--- config.mk ---
export PLATFORM = sky130hd
export DESIGN_NAME = vga_layer_arb
export DESIGN_NICKNAME = d
export VERILOG_FILES = /design/src/rtl/vga_layer_pkg.sv /design/src/rtl/vga_layer_cfg.sv /design/src/rtl/vga_layer_arb.sv
export SDC_FILE = /design/constraint.sdc
export NUM_CORES = 1
export LEC_CHECK = 0
export ABC_AREA = 1
export BUFFER_PORTS_ARGS = -buffer_cell sky130_fd_sc_hd__clkbuf_2
export CORE_MARGIN = 1.5
export CORE_UTILIZATION = 62
export DETAILED_ROUTE_END_ITERATION = 10
export HOLD_SLACK_MARGIN = 0.03
export MAX_ROUTING_LAYER = met4
export PLACE_DENSITY = 0.86
export REMOVE_ABC_BUFFERS = 1
export SLEW_MARGIN = 20
export SYNTH_ARGS = -nofsm -noshare
export SYNTH_HDL_FRONTEND = slang
export SYNTH_SLANG_ARGS = --single-unit
--- constraint.sdc ---
create_clock -name vga_clk -period 4.7 [get_ports vga_clk]
set_input_delay 0.235 -clock vga_clk [delete_from_list [all_inputs] [get_ports vga_clk]]
set_output_delay 0.235 -clock vga_clk [all_outputs]
set_load 0.02 [all_outputs]
--- src/rtl/vga_layer_pkg.sv ---
// ============================================================================
// vga_layer_pkg
// Shared definitions for the VGA layer arbiter:
//   - config register indices (CFG_*)
//   - commit FSM state encoding
//   - PIX_INVALID marker driven by vga_ctrl outside the active area
//   - reset values for the EN and window registers
//   - cfg_regs_t bundle of one complete register set (stage or live)
// Optional feature macro: VGA_LAYER_ARB_BLINK_EN (widens EN to 4 bits so
// that EN[3] can enable L2 blinking).
// ============================================================================
package vga_layer_pkg;

`ifdef VGA_LAYER_ARB_BLINK_EN
    localparam int EN_W = 4;
`else
    localparam int EN_W = 3;
`endif

    localparam logic [2:0] CFG_EN   = 3'd0;
    localparam logic [2:0] CFG_BG   = 3'd1;
    localparam logic [2:0] CFG_X0   = 3'd2;
    localparam logic [2:0] CFG_Y0   = 3'd3;
    localparam logic [2:0] CFG_X1   = 3'd4;
    localparam logic [2:0] CFG_Y1   = 3'd5;
    localparam logic [2:0] CFG_PRIO = 3'd6;
    localparam logic [2:0] CFG_RSVD = 3'd7;

    localparam logic [9:0] PIX_INVALID = 10'h3FF;

    localparam logic [EN_W-1:0] EN_RST = EN_W'(1);
    // X0 > X1 and Y0 > Y1: the overlay window starts out empty.
    localparam logic [9:0] X0_RST = 10'd1;
    localparam logic [9:0] Y0_RST = 10'd1;
    localparam logic [9:0] X1_RST = 10'd0;
    localparam logic [9:0] Y1_RST = 10'd0;

    typedef enum logic [1:0] {
        IDLE    = 2'd0,
        PENDING = 2'd1,
        COMMIT  = 2'd2
    } cfg_state_e;

    typedef struct packed {
        logic [EN_W-1:0] en;
        logic [15:0]     bg;
        logic [9:0]      x0;
        logic [9:0]      y0;
        logic [9:0]      x1;
        logic [9:0]      y1;
        logic            prio;
    } cfg_regs_t;

    localparam cfg_regs_t CFG_RST = '{
        en:   EN_RST,
        bg:   16'h0000,
        x0:   X0_RST,
        y0:   Y0_RST,
        x1:   X1_RST,
        y1:   Y1_RST,
        prio: 1'b0
    };

    // Apply one register write to a register set; unused data bits drop out.
    function automatic cfg_regs_t cfg_apply(input cfg_regs_t r,
                                            input logic [2:0] addr,
                                            input logic [15:0] wd);
        cfg_regs_t n;
        n = r;
        case (addr)
            CFG_EN:   n.en   = wd[EN_W-1:0];
            CFG_BG:   n.bg   = wd;
            CFG_X0:   n.x0   = wd[9:0];
            CFG_Y0:   n.y0   = wd[9:0];
            CFG_X1:   n.x1   = wd[9:0];
            CFG_Y1:   n.y1   = wd[9:0];
            CFG_PRIO: n.prio = wd[0];
            default:  ;
        endcase
        return n;
    endfunction

endpackage

--- src/rtl/vga_layer_cfg.sv ---
// ============================================================================
// vga_layer_cfg
// Shadow (stage) and live config registers plus the commit FSM. Writes land
// in the stage copy; the live copy, which drives arbitration, only changes at
// the end-of-frame commit point so a frame is never drawn with mixed config.
// With VGA_LAYER_ARB_BLINK_EN a frame counter and blink phase are added.
//
// Ports:
//   vga_clk, sys_rst_n      pixel clock, async active-low reset
//   pix_x, pix_y            current raster position
//   cfg_wr/addr/wdata       single-cycle config write
//   live                    committed register set
//   cfg_pending             registered: staged write awaiting commit
//   frame_tick              high in the commit-point cycle
//   blink_hide              L2 must be suppressed this frame
// ============================================================================
module vga_layer_cfg
    import vga_layer_pkg::*;
#(
    parameter int H_VALID      = 640,
    parameter int V_VALID      = 480,
    parameter int BLINK_FRAMES = 30
) (
    input  logic        vga_clk,
    input  logic        sys_rst_n,
    input  logic [9:0]  pix_x,
    input  logic [9:0]  pix_y,
    input  logic        cfg_wr,
    input  logic [2:0]  cfg_addr,
    input  logic [15:0] cfg_wdata,
    output cfg_regs_t   live,
    output logic        cfg_pending,
    output logic        frame_tick,
    output logic        blink_hide
);

    cfg_state_e state_q, state_d;
    cfg_regs_t  stage_q, stage_d;
    cfg_regs_t  live_q, live_d;
    logic       cfg_pending_q, cfg_pending_d;
    logic       commit_pt;
    logic       wr_ok;

    assign commit_pt = (pix_x == 10'(H_VALID - 1)) && (pix_y == 10'(V_VALID - 1));
    // Reserved index is a no-op: it neither changes the stage nor arms a commit.
    assign wr_ok     = cfg_wr && (cfg_addr != CFG_RSVD);

    always_comb begin
        state_d = state_q;
        live_d  = live_q;
        stage_d = wr_ok ? cfg_apply(stage_q, cfg_addr, cfg_wdata) : stage_q;
        // live_d copies stage_d (not stage_q) so a write landing on the
        // commit point is part of this frame's commit.
        case (state_q)
            IDLE: begin
                if (wr_ok) begin
                    if (commit_pt) begin
                        state_d = COMMIT;
                        live_d  = stage_d;
                    end else begin
                        state_d = PENDING;
                    end
                end
            end
            PENDING: begin
                if (commit_pt) begin
                    state_d = COMMIT;
                    live_d  = stage_d;
                end
            end
            COMMIT: begin
                // Live was loaded on entry; a write here waits a full frame.
                state_d = wr_ok ? PENDING : IDLE;
            end
            default: state_d = IDLE;
        endcase
        cfg_pending_d = (state_d == PENDING);
    end

    always_ff @(posedge vga_clk or negedge sys_rst_n) begin
        if (!sys_rst_n) begin
            state_q       <= IDLE;
            stage_q       <= CFG_RST;
            live_q        <= CFG_RST;
            cfg_pending_q <= 1'b0;
        end else begin
            state_q       <= state_d;
            stage_q       <= stage_d;
            live_q        <= live_d;
            cfg_pending_q <= cfg_pending_d;
        end
    end

    assign live        = live_q;
    assign cfg_pending = cfg_pending_q;
    assign frame_tick  = commit_pt;

`ifdef VGA_LAYER_ARB_BLINK_EN
    localparam int CNT_W = (BLINK_FRAMES > 1) ? $clog2(BLINK_FRAMES) : 1;

    logic [CNT_W-1:0] frame_cnt_q, frame_cnt_d;
    logic             phase_q, phase_d;

    always_comb begin
        frame_cnt_d = frame_cnt_q;
        phase_d     = phase_q;
        if (commit_pt) begin
            if (frame_cnt_q == CNT_W'(BLINK_FRAMES - 1)) begin
                frame_cnt_d = '0;
                phase_d     = ~phase_q;
            end else begin
                frame_cnt_d = frame_cnt_q + 1'b1;
            end
        end
    end

    always_ff @(posedge vga_clk or negedge sys_rst_n) begin
        if (!sys_rst_n) begin
            frame_cnt_q <= '0;
            phase_q     <= 1'b0;
        end else begin
            frame_cnt_q <= frame_cnt_d;
            phase_q     <= phase_d;
        end
    end

    assign blink_hide = live_q.en[3] && phase_q;
`else
    assign blink_hide = 1'b0;
`endif

endmodule

--- src/rtl/vga_layer_arb.sv ---
// ============================================================================
// vga_layer_arb
// Per-pixel arbiter between three layers (L0 background pattern, L1 windowed
// overlay, L2 keyed sprite) feeding vga_ctrl. Config is taken from the live
// register set in vga_layer_cfg; output is registered one cycle after
// pix_x/pix_y and forced to black outside the active area.
// Optional feature macro: VGA_LAYER_ARB_BLINK_EN (EN[3] blinks L2 with a
// half-period of BLINK_FRAMES frames).
//
// Ports:
//   vga_clk, sys_rst_n      pixel clock, async active-low reset
//   pix_x, pix_y            raster position (3FF outside active area)
//   l0/l1/l2_data           RGB565 layer pixels aligned to pix_x/pix_y
//   l2_valid                L2 pixel opaque
//   cfg_wr/addr/wdata       config write port
//   cfg_pending             staged write awaiting commit
//   frame_tick              commit-point pulse
//   pix_data                arbitrated RGB565
// ============================================================================
module vga_layer_arb
    import vga_layer_pkg::*;
#(
    parameter int H_VALID      = 640,
    parameter int V_VALID      = 480,
    parameter int BLINK_FRAMES = 30
) (
    input  logic        vga_clk,
    input  logic        sys_rst_n,
    input  logic [9:0]  pix_x,
    input  logic [9:0]  pix_y,
    input  logic [15:0] l0_data,
    input  logic [15:0] l1_data,
    input  logic [15:0] l2_data,
    input  logic        l2_valid,
    input  logic        cfg_wr,
    input  logic [2:0]  cfg_addr,
    input  logic [15:0] cfg_wdata,
    output logic        cfg_pending,
    output logic        frame_tick,
    output logic [15:0] pix_data
);

    cfg_regs_t   live;
    logic        blink_hide;
    logic        active, in_win;
    logic        c0, c1, c2;
    logic [15:0] pix_data_q, pix_data_d;

    vga_layer_cfg #(
        .H_VALID      (H_VALID),
        .V_VALID      (V_VALID),
        .BLINK_FRAMES (BLINK_FRAMES)
    ) u_cfg (
        .vga_clk     (vga_clk),
        .sys_rst_n   (sys_rst_n),
        .pix_x       (pix_x),
        .pix_y       (pix_y),
        .cfg_wr      (cfg_wr),
        .cfg_addr    (cfg_addr),
        .cfg_wdata   (cfg_wdata),
        .live        (live),
        .cfg_pending (cfg_pending),
        .frame_tick  (frame_tick),
        .blink_hide  (blink_hide)
    );

    assign active = (pix_x != PIX_INVALID) && (pix_y != PIX_INVALID);
    // Inclusive bounds; X0>X1 or Y0>Y1 can never match, giving an empty window.
    assign in_win = (pix_x >= live.x0) && (pix_x <= live.x1) &&
                    (pix_y >= live.y0) && (pix_y <= live.y1);

    assign c2 = live.en[2] && l2_valid && !blink_hide;
    assign c1 = live.en[1] && in_win;
    assign c0 = live.en[0];

    always_comb begin
        pix_data_d = live.bg;
        if (!active) begin
            pix_data_d = 16'h0000;
        end else if (live.prio) begin
            if (c1)      pix_data_d = l1_data;
            else if (c2) pix_data_d = l2_data;
            else if (c0) pix_data_d = l0_data;
        end else begin
            if (c2)      pix_data_d = l2_data;
            else if (c1) pix_data_d = l1_data;
            else if (c0) pix_data_d = l0_data;
        end
    end

    always_ff @(posedge vga_clk or negedge sys_rst_n) begin
        if (!sys_rst_n) pix_data_q <= 16'h0000;
        else            pix_data_q <= pix_data_d;
    end

    assign pix_data = pix_data_q;

endmodule

==> summary.txt, run 1 <==
CTS
  • Number of clock buffers inserted by TritonCTS: 17
  • Maximum level of the CTS H-tree: 4
  • TritonCTS clock tree: yes
  • Insertion delay of the later-clocked pin in the worst-skew pair: 420 ps
  • Number of buffers between clock root and the deepest sink: 2
  • Clock root buffer: sky130_fd_sc_hd__clkbuf_16
  • Count of clock tree sinks: 139
  • Clock slew seen by the registers of the worst setup and hold paths: 60 ps

Worst setup path
  • Capture point of the critical path: pix_data[6]
  • Destination of the worst register-to-register timing path: pix_data[6]
  • Kind of start point of the critical path: flip-flop
  • Worst setup path class: reg2reg
  • Crit path arrival time: 2890 ps
  • Maximum cell stage delay along the critical path: 610 ps
  • Type of element capturing the critical path: flip-flop
  • Required time at the worst-slack endpoint: 4990 ps
  • Register-to-Register Setup Slack: 2090 ps
  • Chain of cells forming the critical path: inv_1 > ha_1 > inv_1 > o21bai_1 > nand3_1 > nand3_1 > nor2_1 > nor2_2 > nand3_2 > nor3_1 > nor2_1
  • Worst path slowest cell: sky130_fd_sc_hd__nand3_2
  • Logic depth of the worst register-to-register path: 11
  • Reg2Reg Launch Point: u_cfg.live[32]
  • Crit path launch: u_cfg.live[32]
  • Critical-path maximum fanout: 31

Pwr
  • Highest ir drop seen on vdd: 0.0003197 V
  • Static leakage: 4.468 nW
  • Pwr per Cell Area: 371.0 nW/µm²
  • Total power consumption of the routed design: 3.163 mW

Synth
  • Count of yosys warnings during synthesis: 0
  • Count of distinct cell types in the synthesized netlist: 31
  • Biggest area contributors in the synthesized netlist: sky130_fd_sc_hd__dfrtp_1 (45%), sky130_fd_sc_hd__nand2_1 (9.5%), sky130_fd_sc_hd__inv_1 (7.6%)
  • Portion of synthesized cell area occupied by the leading cell type: 0.4518
  • Mean instance size in the synthesized netlist: 8.535 µm²
  • Cell count after synthesis: 863
  • Number of synthesized register bits: 139
  • Mapped cell area: 7366 µm²
  • Most area-hungry cell type in the Yosys netlist: sky130_fd_sc_hd__dfrtp_1
  • Fraction of the yosys area taken by sequential cells: 0.4732

STA
  • Worst slew margin: 0.3391
  • Final min period: 2607 ps
  • Count of endpoints failing setup in the final report: 0
  • Unrepaired setup endpoints after global routing: false
  • Final hold violations: 0
  • Worst Max-Slew Pin Slew: 988.9 ps
  • Max Clock Skew: 11.93 ps
  • Sum of negative setup slack: 0 ps
  • Number of max-slew violations in the final report: 0
  • Share of the clock period used by the worst path after layout: 0.5546
  • Maximum clock frequency: 383.6 MHz

Run status
  • Outcome: complete, but fails checks
  • Violated checks: DRC

Global route
  • Number of antenna violations at the first check in global routing: 0
  • Wire length of the first global-routing pass: 28.03 mm
  • Via count of the first global-routing pass: 6110
  • Pin count of the biggest net entering global routing: 104
  • Congestion Overflow GR: 0
  • Gr usage total: 0.2941

Placement
  • GPL Wtd Cong: 0.8934
  • Detailed placer's ending HPWL: 11.21 mm
  • Port bufs: 108
  • Placed inst area: 7846 µm²

Layout
  • Number of nets in the layout: 1091
  • Proportion of layout cells with a drive suffix above 1: 0.1963
  • Inserted Diodes: 0
  • Post-route cell area: 8526 µm²
  • Area growth from synthesis to final layout: 15.75%

Floorplan
  • Number of primary I/O pins: 109
  • CORE AREA: 11520 µm²
  • Die ar.: 12540 µm²
  • Floorplan row count: 39
  • Starting density of the core: 0.6396
  • Overall die width: 112.0 µm
  • Floorplan die height: 112.0 µm

Routing
  • Number of nets with antenna violations after detailed routing: 0
  • Via density: 5.457
  • Router iterations before antenna repair: 8
  • Via count: 6090
  • Initial drt markers: 414
  • Detailed-route wire length: 17.03 mm
  • DR DRC count: 8
  • Wire length per cell: 15.26 µm

Worst hold path
  • Worst min path class: in2reg

Run
  • Reported max-cap violation count: 0
## critical path, delay by kind of cell, from the launching register on
family                     cells  cell delay [ps]
and+or+nand+nor                7             1530
buffers and inverters          2              100
adders and majority gates      1              300
DFF                            1              370
AOI/OAI and AO/OA              1              160
## sequential cells by signal (all words and copies together), names as in the netlist
name,count
pix_data,16
u_cfg.cfg_pending,1
u_cfg.live,60
u_cfg.state_q,2
u_cfg.stage_q,60
## area by class of cell
class / count / area, µm²
fill: 835 / 2990
tap: 143 / 178.9
sequential: 139 / 3486
inverter: 150 / 563.0
multi-input combinational: 539 / 3042
clock buffer: 21 / 480.5
timing repair buffer: 113 / 586.8
clock inverter: 11 / 188.9
## cell usage after synthesis
master,count
sky130_fd_sc_hd__o21bai_1,1
sky130_fd_sc_hd__ha_1,40
sky130_fd_sc_hd__dfstp_2,6
sky130_fd_sc_hd__a21oi_1,44
sky130_fd_sc_hd__a21o_1,1
sky130_fd_sc_hd__nand4_1,12
sky130_fd_sc_hd__o21ai_1,34
sky130_fd_sc_hd__clkbuf_8,4
sky130_fd_sc_hd__buf_6,13
sky130_fd_sc_hd__and2_1,6
sky130_fd_sc_hd__nor3b_1,2
sky130_fd_sc_hd__inv_1,150
sky130_fd_sc_hd__nand3_2,1
sky130_fd_sc_hd__o211ai_1,2
sky130_fd_sc_hd__buf_2,8
sky130_fd_sc_hd__o211ai_2,1
sky130_fd_sc_hd__o21ai_0,29
sky130_fd_sc_hd__nand2_1,186
sky130_fd_sc_hd__a21o_2,1
sky130_fd_sc_hd__nor2_1,51
sky130_fd_sc_hd__nor3_1,16
sky130_fd_sc_hd__nand3_1,14
sky130_fd_sc_hd__dlygate4sd1_1,1
sky130_fd_sc_hd__mux2i_1,2
sky130_fd_sc_hd__nor2_2,6
sky130_fd_sc_hd__o21ai_2,30
sky130_fd_sc_hd__o21a_1,55
sky130_fd_sc_hd__dfrtp_1,133
sky130_fd_sc_hd__a21boi_0,3
sky130_fd_sc_hd__clkbuf_1,9
sky130_fd_sc_hd__nand2_2,2
## stage by stage
step                setup slack (ps)  instances  hold WS [ps]  utilization
global placement                2318       1083         406.3       0.6813
global route                    1917       1116         56.70       0.7403
finish                          2093       1116         52.78       0.7403
floorplan                       1323        828        -60.59            -
CTS                             2134       1116         51.32       0.7403
detailed placement              2185       1083         405.4       0.6813
## how the worst min path moves through the flow
stage	to	from	depth (start not counted)	slack (ps)
CTS	pix_data[11]	l1_data[11]	3	50
finish	pix_data[11]	l1_data[11]	3	50
floorplan	pix_data[0]	sys_rst_n	0	-60
detailed placement	u_cfg.stage_q[17]	sys_rst_n	1	410
global route	pix_data[7]	l1_data[7]	3	60
global placement	u_cfg.stage_q[45]	sys_rst_n	1	410
## what timing repair did
item	in CTS	in global routing
hold buffers	1	0
endpoints found under the hold margin	96	0
resized for setup	0	0
buffers inserted	0	0
## power by group
group	leakage [nW]	switching, mW	internal [mW]	total [mW]
logic	2.31	0.205	0.141	0.346
registers	1.83	0.0278	1.30	1.32
clock network	0.325	0.497	0.996	1.49
total	4.47	0.729	2.43	3.16
## cells in the final DEF, fill, tap and decap left out, types with 3 or more instances in the layout
| cell | Yosys | final |
|---|---|---|
| sky130_fd_sc_hd__a21boi_0 | 3 | 3 |
| sky130_fd_sc_hd__a21oi_1 | 44 | 44 |
| sky130_fd_sc_hd__and2_1 | 6 | 6 |
| sky130_fd_sc_hd__buf_4 | 0 | 4 |
| sky130_fd_sc_hd__bufinv_16 | 0 | 5 |
| sky130_fd_sc_hd__clkbuf_16 | 0 | 17 |
| sky130_fd_sc_hd__clkbuf_2 | 0 | 107 |
| sky130_fd_sc_hd__clkbuf_8 | 4 | 4 |
| sky130_fd_sc_hd__clkinv_2 | 0 | 3 |
| sky130_fd_sc_hd__dfrtp_1 | 133 | 133 |
| sky130_fd_sc_hd__dfstp_2 | 6 | 6 |
| sky130_fd_sc_hd__ha_1 | 40 | 40 |
| sky130_fd_sc_hd__inv_1 | 150 | 150 |
| sky130_fd_sc_hd__nand2_1 | 186 | 186 |
| sky130_fd_sc_hd__nand3_1 | 14 | 14 |
| sky130_fd_sc_hd__nand4_1 | 12 | 12 |
| sky130_fd_sc_hd__nor2_1 | 51 | 51 |
| sky130_fd_sc_hd__nor2_2 | 6 | 6 |
| sky130_fd_sc_hd__nor3_1 | 16 | 16 |
| sky130_fd_sc_hd__o21a_1 | 55 | 55 |
| sky130_fd_sc_hd__o21ai_0 | 29 | 29 |
| sky130_fd_sc_hd__o21ai_1 | 34 | 34 |
| sky130_fd_sc_hd__o21ai_2 | 30 | 30 |
## logic make-up (layout without fill, tap and decap cells)
logic type,count (synthesis),after routing,share of synthesized area
AO/OA/AOI/OAI,201,201,0.1745
adder cells (fa/ha/maj),40,40,0.06795
buffers and inverters,185,295,0.1150
flip-flops,139,139,0.4732
multiplexers,2,2,0.002718
AND/OR/NAND/NOR,296,296,0.1666
## layer usage
metal / wire length (µm) / track usage
met5: 0 / -
met4: 465 / 0.1114
met3: 1206 / 0.07621
met2: 8237 / 0.4679
met1: 7120 / 0.3650
Power figures use the tool's default switching activity.
==> run 2, diff against run 1 <==
--- a/config.mk
+++ b/config.mk
@@ -8,11 +8,11 @@
 export ABC_AREA = 1
 export BUFFER_PORTS_ARGS = -buffer_cell sky130_fd_sc_hd__clkbuf_2
 export CORE_MARGIN = 1.5
-export CORE_UTILIZATION = 62
+export CORE_UTILIZATION = 52
 export DETAILED_ROUTE_END_ITERATION = 10
 export HOLD_SLACK_MARGIN = 0.03
 export MAX_ROUTING_LAYER = met4
-export PLACE_DENSITY = 0.86
+export PLACE_DENSITY = 0.77
 export REMOVE_ABC_BUFFERS = 1
 export SLEW_MARGIN = 20
 export SYNTH_ARGS = -nofsm -noshare
==> constraint.sdc (replaced) <==
create_clock -name vga_clk -period 2.1 [get_ports vga_clk]
set_input_delay 0.105 -clock vga_clk [delete_from_list [all_inputs] [get_ports vga_clk]]
set_output_delay 0.105 -clock vga_clk [all_outputs]
set_load 0.02 [all_outputs]
==> summary.txt, run 2 (synthesis results as in run 1) <==
Pwr
  • Highest ir drop seen on vdd: 0.0005245 V (+64%)
  • Pwr per Cell Area: 750.8 nW/µm² (+100%)
  • Static leakage: 4.595 nW (+2.8%)

Routing
  • Via count: 6065 (-0.41%)
  • Detailed-route wire length: 17.06 mm (+0.16%)
  • DR DRC count: 0 (-8)
  • Wire length per cell: 14.42 µm (-5.5%)
  • Via density: 5.127 (-6.1%)
  • Initial drt markers: 316 (-24%)
  • Number of nets with antenna violations after detailed routing: 0 (unchanged)
  • Router iterations before antenna repair: 5 (-3)

Floorplan
  • Floorplan die height: 122.0 µm (+8.9%)
  • Floorplan row count: 43 (+10%)
  • Overall die width: 122.0 µm (+8.9%)
  • Die ar.: 14890 µm² (+19%)
  • CORE AREA: 13830 µm² (+20%)
  • Number of primary I/O pins: 109 (unchanged)
  • Starting density of the core: 0.5327 (-0.1069)

Placement
  • Port bufs: 108 (unchanged)
  • Detailed placer's ending HPWL: 11.63 mm (+3.7%)
  • GPL Wtd Cong: 0.8137 (-8.9%)
  • Placed inst area: 8033 µm² (+2.4%)
  • Pre-CTS setup slack: 195.9 ps (-1989 ps)

Worst setup path
  • Required time at the worst-slack endpoint: 2440 ps (-2550 ps)
  • Worst setup path class: reg2reg
  • Crit path arrival time: 2360 ps (-530 ps)
  • Type of element capturing the critical path: flip-flop
  • Kind of start point of the critical path: flip-flop
  • Critical-path maximum fanout: 15 (-52%)

Global route
  • Pin count of the biggest net entering global routing: 62 (-40%)
  • Gr usage total: 0.2493 (-0.04483)
  • Number of antenna violations at the first check in global routing: 0 (unchanged)
  • Congestion Overflow GR: 0 (unchanged)
  • Wire length of the first global-routing pass: 27.59 mm (-1.6%)
  • Via count of the first global-routing pass: 5770 (-5.6%)

CTS
  • TritonCTS clock tree: yes
  • Clock slew seen by the registers of the worst setup and hold paths: 60 ps (about the same)
  • Clock root buffer: sky130_fd_sc_hd__clkbuf_16
  • Maximum level of the CTS H-tree: 4 (unchanged)
  • Count of clock tree sinks: 139 (unchanged)
  • Number of buffers between clock root and the deepest sink: 2 (unchanged)
  • Insertion delay of the later-clocked pin in the worst-skew pair: 420 ps (about the same)
  • Number of clock buffers inserted by TritonCTS: 17 (unchanged)
  • Post-CTS setup buffer count: 0 (unchanged)

Worst hold path
  • Worst min path class: in2reg

STA
  • Maximum clock frequency: 494.1 MHz (+29%)
  • Final setup slack of the worst path: 76.10 ps (-2017 ps)
  • Worst slew margin: 0.4642 (+0.1251)
  • Final hold violations: 0 (unchanged)
  • Count of endpoints failing setup in the final report: 0 (unchanged)
  • Worst Max-Slew Pin Slew: 799.8 ps (-189.1 ps)
  • Number of max-slew violations in the final report: 0 (unchanged)
  • Share of the clock period used by the worst path after layout: 0.9638 (+0.4091)
  • Max Clock Skew: 5.916 ps (-6.012 ps)
  • Final min period: 2024 ps (-582.8 ps)

Layout
  • Proportion of layout cells with a drive suffix above 1: 0.2094 (+0.01307)
  • Leading cell type in the layout, fill and taps excluded: sky130_fd_sc_hd__nand2_1
  • Post-route cell area: 8852 µm² (+3.8%)
  • Highest-count cells in the layout ignoring fill and taps: sky130_fd_sc_hd__nand2_1 (184), sky130_fd_sc_hd__inv_1 (150), sky130_fd_sc_hd__dfrtp_1 (133)
  • Sequential cell area: 3486 µm² (unchanged)
  • Inserted Diodes: 0 (unchanged)
  • Fill cell instance count of the final layout: 1120 (+34%)
  • Area growth from synthesis to final layout: 20.18%
  • Number of nets in the layout: 1121 (+2.7%)
  • Final core utilization: 0.6402 (-0.1001)
  • Combined area of the multi-input logic cells: 3087 µm² (+1.5%)

Run
  • Reported max-cap violation count: 0 (unchanged)

Run status
  • Outcome: completed
## run 2: cell count changes in the layout (fill, tap and decap cells not counted), moves of 3 or more
cell and delta:
sky130_fd_sc_hd__bufinv_16 -3, sky130_fd_sc_hd__clkinv_2 +3, sky130_fd_sc_hd__nor3_1 -3, sky130_fd_sc_hd__buf_12 +4, sky130_fd_sc_hd__clkbuf_8 -3, sky130_fd_sc_hd__nor3_2 +3, sky130_fd_sc_hd__buf_4 +8, sky130_fd_sc_hd__dlygate4sd3_1 +17
## run 2: what timing repair did
| action | CTS | global route |
|---|---|---|
| hold buffers | 18 | 0 |
| gates resized for setup | 0 | 10 |
| setup endpoints to repair | 0 | 16 |
| hold endpoints to repair | 72 | 0 |
## run 2: per-stage QoR
stage,power (mW),TNS (ps),hold slack [ps],std cells
finish,6.647,0,68.61,1183
global route,6.942,-30.00,86.88,1183
CTS,6.699,0,37.86,1182
detailed placement,3.770,0,121.9,1132
global placement,3.743,0,118.4,1132
floorplan,3.476,-73290,-190.6,828
## run 2: routing by layer
| layer | vias up | GRT usage | part of all wire |
|---|---|---|---|
| li1 | 3024 | - | - |
| met1 | 2829 | 0.3200 | 0.45 |
| met2 | 174 | 0.3961 | 0.48 |
| met3 | 38 | 0.04401 | 0.045 |
| met4 | 0 | 0.09412 | 0.024 |
| met5 | - | - | 0 |
## run 2: worst paths after layout
check | from | end | slack [ps] | depth (start not counted)
setup / recovery | u_cfg.live[30] | pix_data[10] | 80 | 13
hold / removal | cfg_wdata[15] | u_cfg.stage_q[56] | 70 | 4
setup reg to reg | u_cfg.live[30] | pix_data[10] | 80 | 13
hold reg to reg | u_cfg.live[53] | u_cfg.live[53] | 480 | 2
max in group asynchronous | sys_rst_n | u_cfg.stage_q[35] | 1110 | 3
min in group asynchronous | sys_rst_n | pix_data[11] | 230 | 2
## run 2: layout make-up
class | instances | share of cell area
sequential | 139 | 0.3938
multi-input combinational | 539 | 0.3487
timing repair buffer | 143 | 0.1042
inverter | 150 | 0.06360
clock buffer | 20 | 0.05046
tap | 180 | 0.02544
clock inverter | 12 | 0.01385
## run 2: critical path: stages, from the launching register on
cell                        delay (ps)
sky130_fd_sc_hd__dfrtp_1           350
sky130_fd_sc_hd__inv_1              50
sky130_fd_sc_hd__ha_1              310
sky130_fd_sc_hd__nand2_2            90
sky130_fd_sc_hd__nor2_2            150
sky130_fd_sc_hd__nand2_1           100
sky130_fd_sc_hd__nand3_2           100
sky130_fd_sc_hd__nand2_2            70
sky130_fd_sc_hd__nor2_4            130
sky130_fd_sc_hd__nand3_4           110
sky130_fd_sc_hd__clkbuf_16         220
sky130_fd_sc_hd__o21ai_2            60
sky130_fd_sc_hd__nand2_1            60
sky130_fd_sc_hd__nor2_1            130
## run 2: power by group
part	leakage (nW)	switching (mW)	internal, mW
clock network	0.280	1.12	1.77
logic	2.48	0.459	0.344
registers	1.83	0.0562	2.90
total	4.60	1.63	5.01
==> run 3, diff against run 2 <==
--- a/config.mk
+++ b/config.mk
@@ -7,8 +7,8 @@
 export LEC_CHECK = 0
 export ABC_AREA = 1
 export BUFFER_PORTS_ARGS = -buffer_cell sky130_fd_sc_hd__clkbuf_2
-export CORE_MARGIN = 1.5
 export CORE_UTILIZATION = 52
+export CTS_CLUSTER_SIZE = 40
 export DETAILED_ROUTE_END_ITERATION = 10
 export HOLD_SLACK_MARGIN = 0.03
 export MAX_ROUTING_LAYER = met4
==> summary.txt, run 3 (synthesis results as in run 1) <==
Routing
  • Via density: 5.103 (-0.46%)
  • Wire length per cell: 14.44 µm (+0.18%)
  • Via count: 6032 (-0.54%)
  • DR DRC count: 0 (unchanged)
  • Initial drt markers: 374 (+18%)
  • Number of nets with antenna violations after detailed routing: 0 (unchanged)
  • Detailed-route wire length: 17.07 mm (about the same)
  • Router iterations before antenna repair: 7 (+2)

Placement
  • GPL Wtd Cong: 0.8070 (-0.82%)
  • Detailed placer's ending HPWL: 11.94 mm (+2.7%)
  • Placed inst area: 8040 µm² (about the same)
  • Port bufs: 108 (unchanged)
  • Total placed cells including tap cells: 1133 (+0.088%)
  • Pre-CTS setup slack: 150.9 ps (-44.94 ps)

Layout
  • Area growth from synthesis to final layout: 19.89%
  • Inserted Diodes: 0 (unchanged)
  • Combined area of the multi-input logic cells: 3069 µm² (-0.57%)
  • Final core utilization: 0.6387 (-0.001539)
  • Highest-count cells in the layout ignoring fill and taps: sky130_fd_sc_hd__nand2_1 (186), sky130_fd_sc_hd__inv_1 (150), sky130_fd_sc_hd__dfrtp_1 (133)
  • Fill cell instance count of the final layout: 1154 (+3.0%)
  • Sequential cell area: 3486 µm² (unchanged)
  • Final Non-Filler Cells: 1182 (-0.085%)
  • Leading cell type in the layout, fill and taps excluded: sky130_fd_sc_hd__nand2_1
  • Proportion of layout cells with a drive suffix above 1: 0.2076 (-0.001787)
  • Post-route cell area: 8831 µm² (-0.24%)
  • Number of nets in the layout: 1121 (unchanged)

Global route
  • Wire length of the first global-routing pass: 27.68 mm (+0.30%)
  • Number of antenna violations at the first check in global routing: 0 (unchanged)
  • Congestion Overflow GR: 0 (unchanged)
  • Pin count of the biggest net entering global routing: 63 (+1.6%)
  • Gr usage total: 0.2545 (+0.005251)
  • Via count of the first global-routing pass: 5911 (+2.4%)

Worst hold path
  • Worst min path class: in2reg
  • Hold path startpoint: cfg_wdata[13]

Worst setup path
  • Required time at the worst-slack endpoint: 2400 ps (-40 ps)
  • Kind of start point of the critical path: flip-flop
  • Worst setup path class: reg2reg
  • Crit path launch: u_cfg.live[30]
  • Crit path arrival time: 2280 ps (-80 ps)
  • Critical-path maximum fanout: 31 (+16)
  • Reg2Reg Launch Point: u_cfg.live[30]
  • Type of element capturing the critical path: flip-flop

CTS
  • Maximum level of the CTS H-tree: 4 (unchanged)
  • Number of clock buffers inserted by TritonCTS: 17 (unchanged)
  • Insertion delay of the later-clocked pin in the worst-skew pair: 430 ps (about the same)
  • Count of clock tree sinks: 139 (unchanged)
  • Number of buffers between clock root and the deepest sink: 2 (unchanged)
  • Clock slew seen by the registers of the worst setup and hold paths: 60 ps (about the same)
  • TritonCTS clock tree: yes
  • Clock root buffer: sky130_fd_sc_hd__clkbuf_16

STA
  • Final min period: 1979 ps (-44.70 ps)
  • Maximum clock frequency: 505.3 MHz (+2.3%)
  • Worst Max-Slew Pin Slew: 695.0 ps (-104.9 ps)
  • Worst slew margin: 0.5356 (+0.07133)
  • Count of endpoints failing setup in the final report: 0 (unchanged)
  • Final setup slack of the worst path: 120.8 ps (+44.70 ps)
  • Number of max-slew violations in the final report: 0 (unchanged)
  • Max Clock Skew: 11.02 ps (+5.104 ps)
  • Final hold violations: 0 (unchanged)
  • Share of the clock period used by the worst path after layout: 0.9425 (-0.02129)

Floorplan
  • Floorplan row count: 43 (unchanged)
  • Starting density of the core: 0.5327 (unchanged)
  • CORE AREA: 13830 µm² (unchanged)
  • Floorplan die height: 121.0 µm (-0.82%)
  • Die ar.: 14640 µm² (-1.6%)
  • Overall die width: 121.0 µm (-0.82%)
  • Number of primary I/O pins: 109 (unchanged)

Pwr
  • Highest ir drop seen on vdd: 0.0004043 V (-23%)
  • Switching power as a share of total power: 0.2445 (-0.001090)
  • Pwr per Cell Area: 764.0 nW/µm² (+1.8%)
  • Power spent charging and discharging nets: 1.649 mW (+1.1%)
  • Total power consumption of the routed design: 6.747 mW (+1.5%)
  • Clock Power Share: 0.442 (+0.008)
  • Register share of total power: 0.438 (-0.007)
  • Internal power contribution: 5.097 mW (+1.7%)
  • Combinational Power Share: 0.119 (-0.002)
  • Static leakage: 4.598 nW (about the same)

Run status
  • Outcome: completed

Run
  • Reported max-cap violation count: 0 (unchanged)
==> run 3: area by class of cell <==
cell class | count | share of cell area
clock buffers | 18 | 0.04860
clock inverters | 13 | 0.01743
inverters | 150 | 0.06376
multi-input cells | 539 | 0.3475
flip-flops and latches | 139 | 0.3947
well taps | 180 | 0.02550
repair buffers | 143 | 0.1024
==> run 3: final timing paths <==
check / to / slack (ps) / cells after the start
hold reg to reg: u_cfg.live[35] / 480 / 2
max in group asynchronous: u_cfg.live[57] / 1110 / 3
setup reg to reg: pix_data[3] / 120 / 12
hold / removal: u_cfg.stage_q[54] / 70 / 4
min in group asynchronous: pix_data[10] / 230 / 2
setup / recovery: pix_data[3] / 120 / 12
==> run 3: power by group through the flow <==
stage | clock (mW) | combinational [mW] | sequential (mW)
after floorplan | 0 | 0.486 | 2.99
after global placement | 0 | 0.749 | 3.00
after detailed placement | 0 | 0.773 | 3.00
after CTS | 3.03 | 0.810 | 2.96
after global routing | 3.14 | 0.915 | 2.97
final | 2.99 | 0.804 | 2.96
==> run 3: critical path: stages, from the launching register on <==
cell	delay, ps
sky130_fd_sc_hd__dfrtp_1	340
sky130_fd_sc_hd__inv_1	40
sky130_fd_sc_hd__ha_1	280
sky130_fd_sc_hd__nand2_1	90
sky130_fd_sc_hd__nor2_2	130
sky130_fd_sc_hd__nand3_1	80
sky130_fd_sc_hd__nand3_1	110
sky130_fd_sc_hd__nand2_1	80
sky130_fd_sc_hd__nor2_2	120
sky130_fd_sc_hd__nand3_2	100
sky130_fd_sc_hd__buf_12	180
sky130_fd_sc_hd__nor3_1	200
sky130_fd_sc_hd__nor2_1	70
==> run 3: routing by layer <==
layer  GRT usage  routed length, µm  up-vias
li1            -                  -     3023
met1      0.3123               7510     2807
met2      0.4118               8378      167
met3     0.05310                827       35
met4      0.1019                356        0
met5           -                  0        -
==> run 3: per-stage QoR <==
| step | TNS [ps] | hold slack, ps |
|---|---|---|
| finish | 0 | 74.23 |
| global route | -47.32 | 95.47 |
| CTS | 0 | 52.26 |
| detailed placement | 0 | 125.3 |
| global placement | 0 | 117.2 |
| floorplan | -73290 | -190.6 |
==> run 3: repair_timing <==
action / 4_1_cts / 5_1_grt
endpoints found under the hold margin: 74 / 0
hold buffers: 18 / 0
setup endpoints to repair: 0 / 8
setup buffers: 0 / 0
resized for setup: 0 / 6
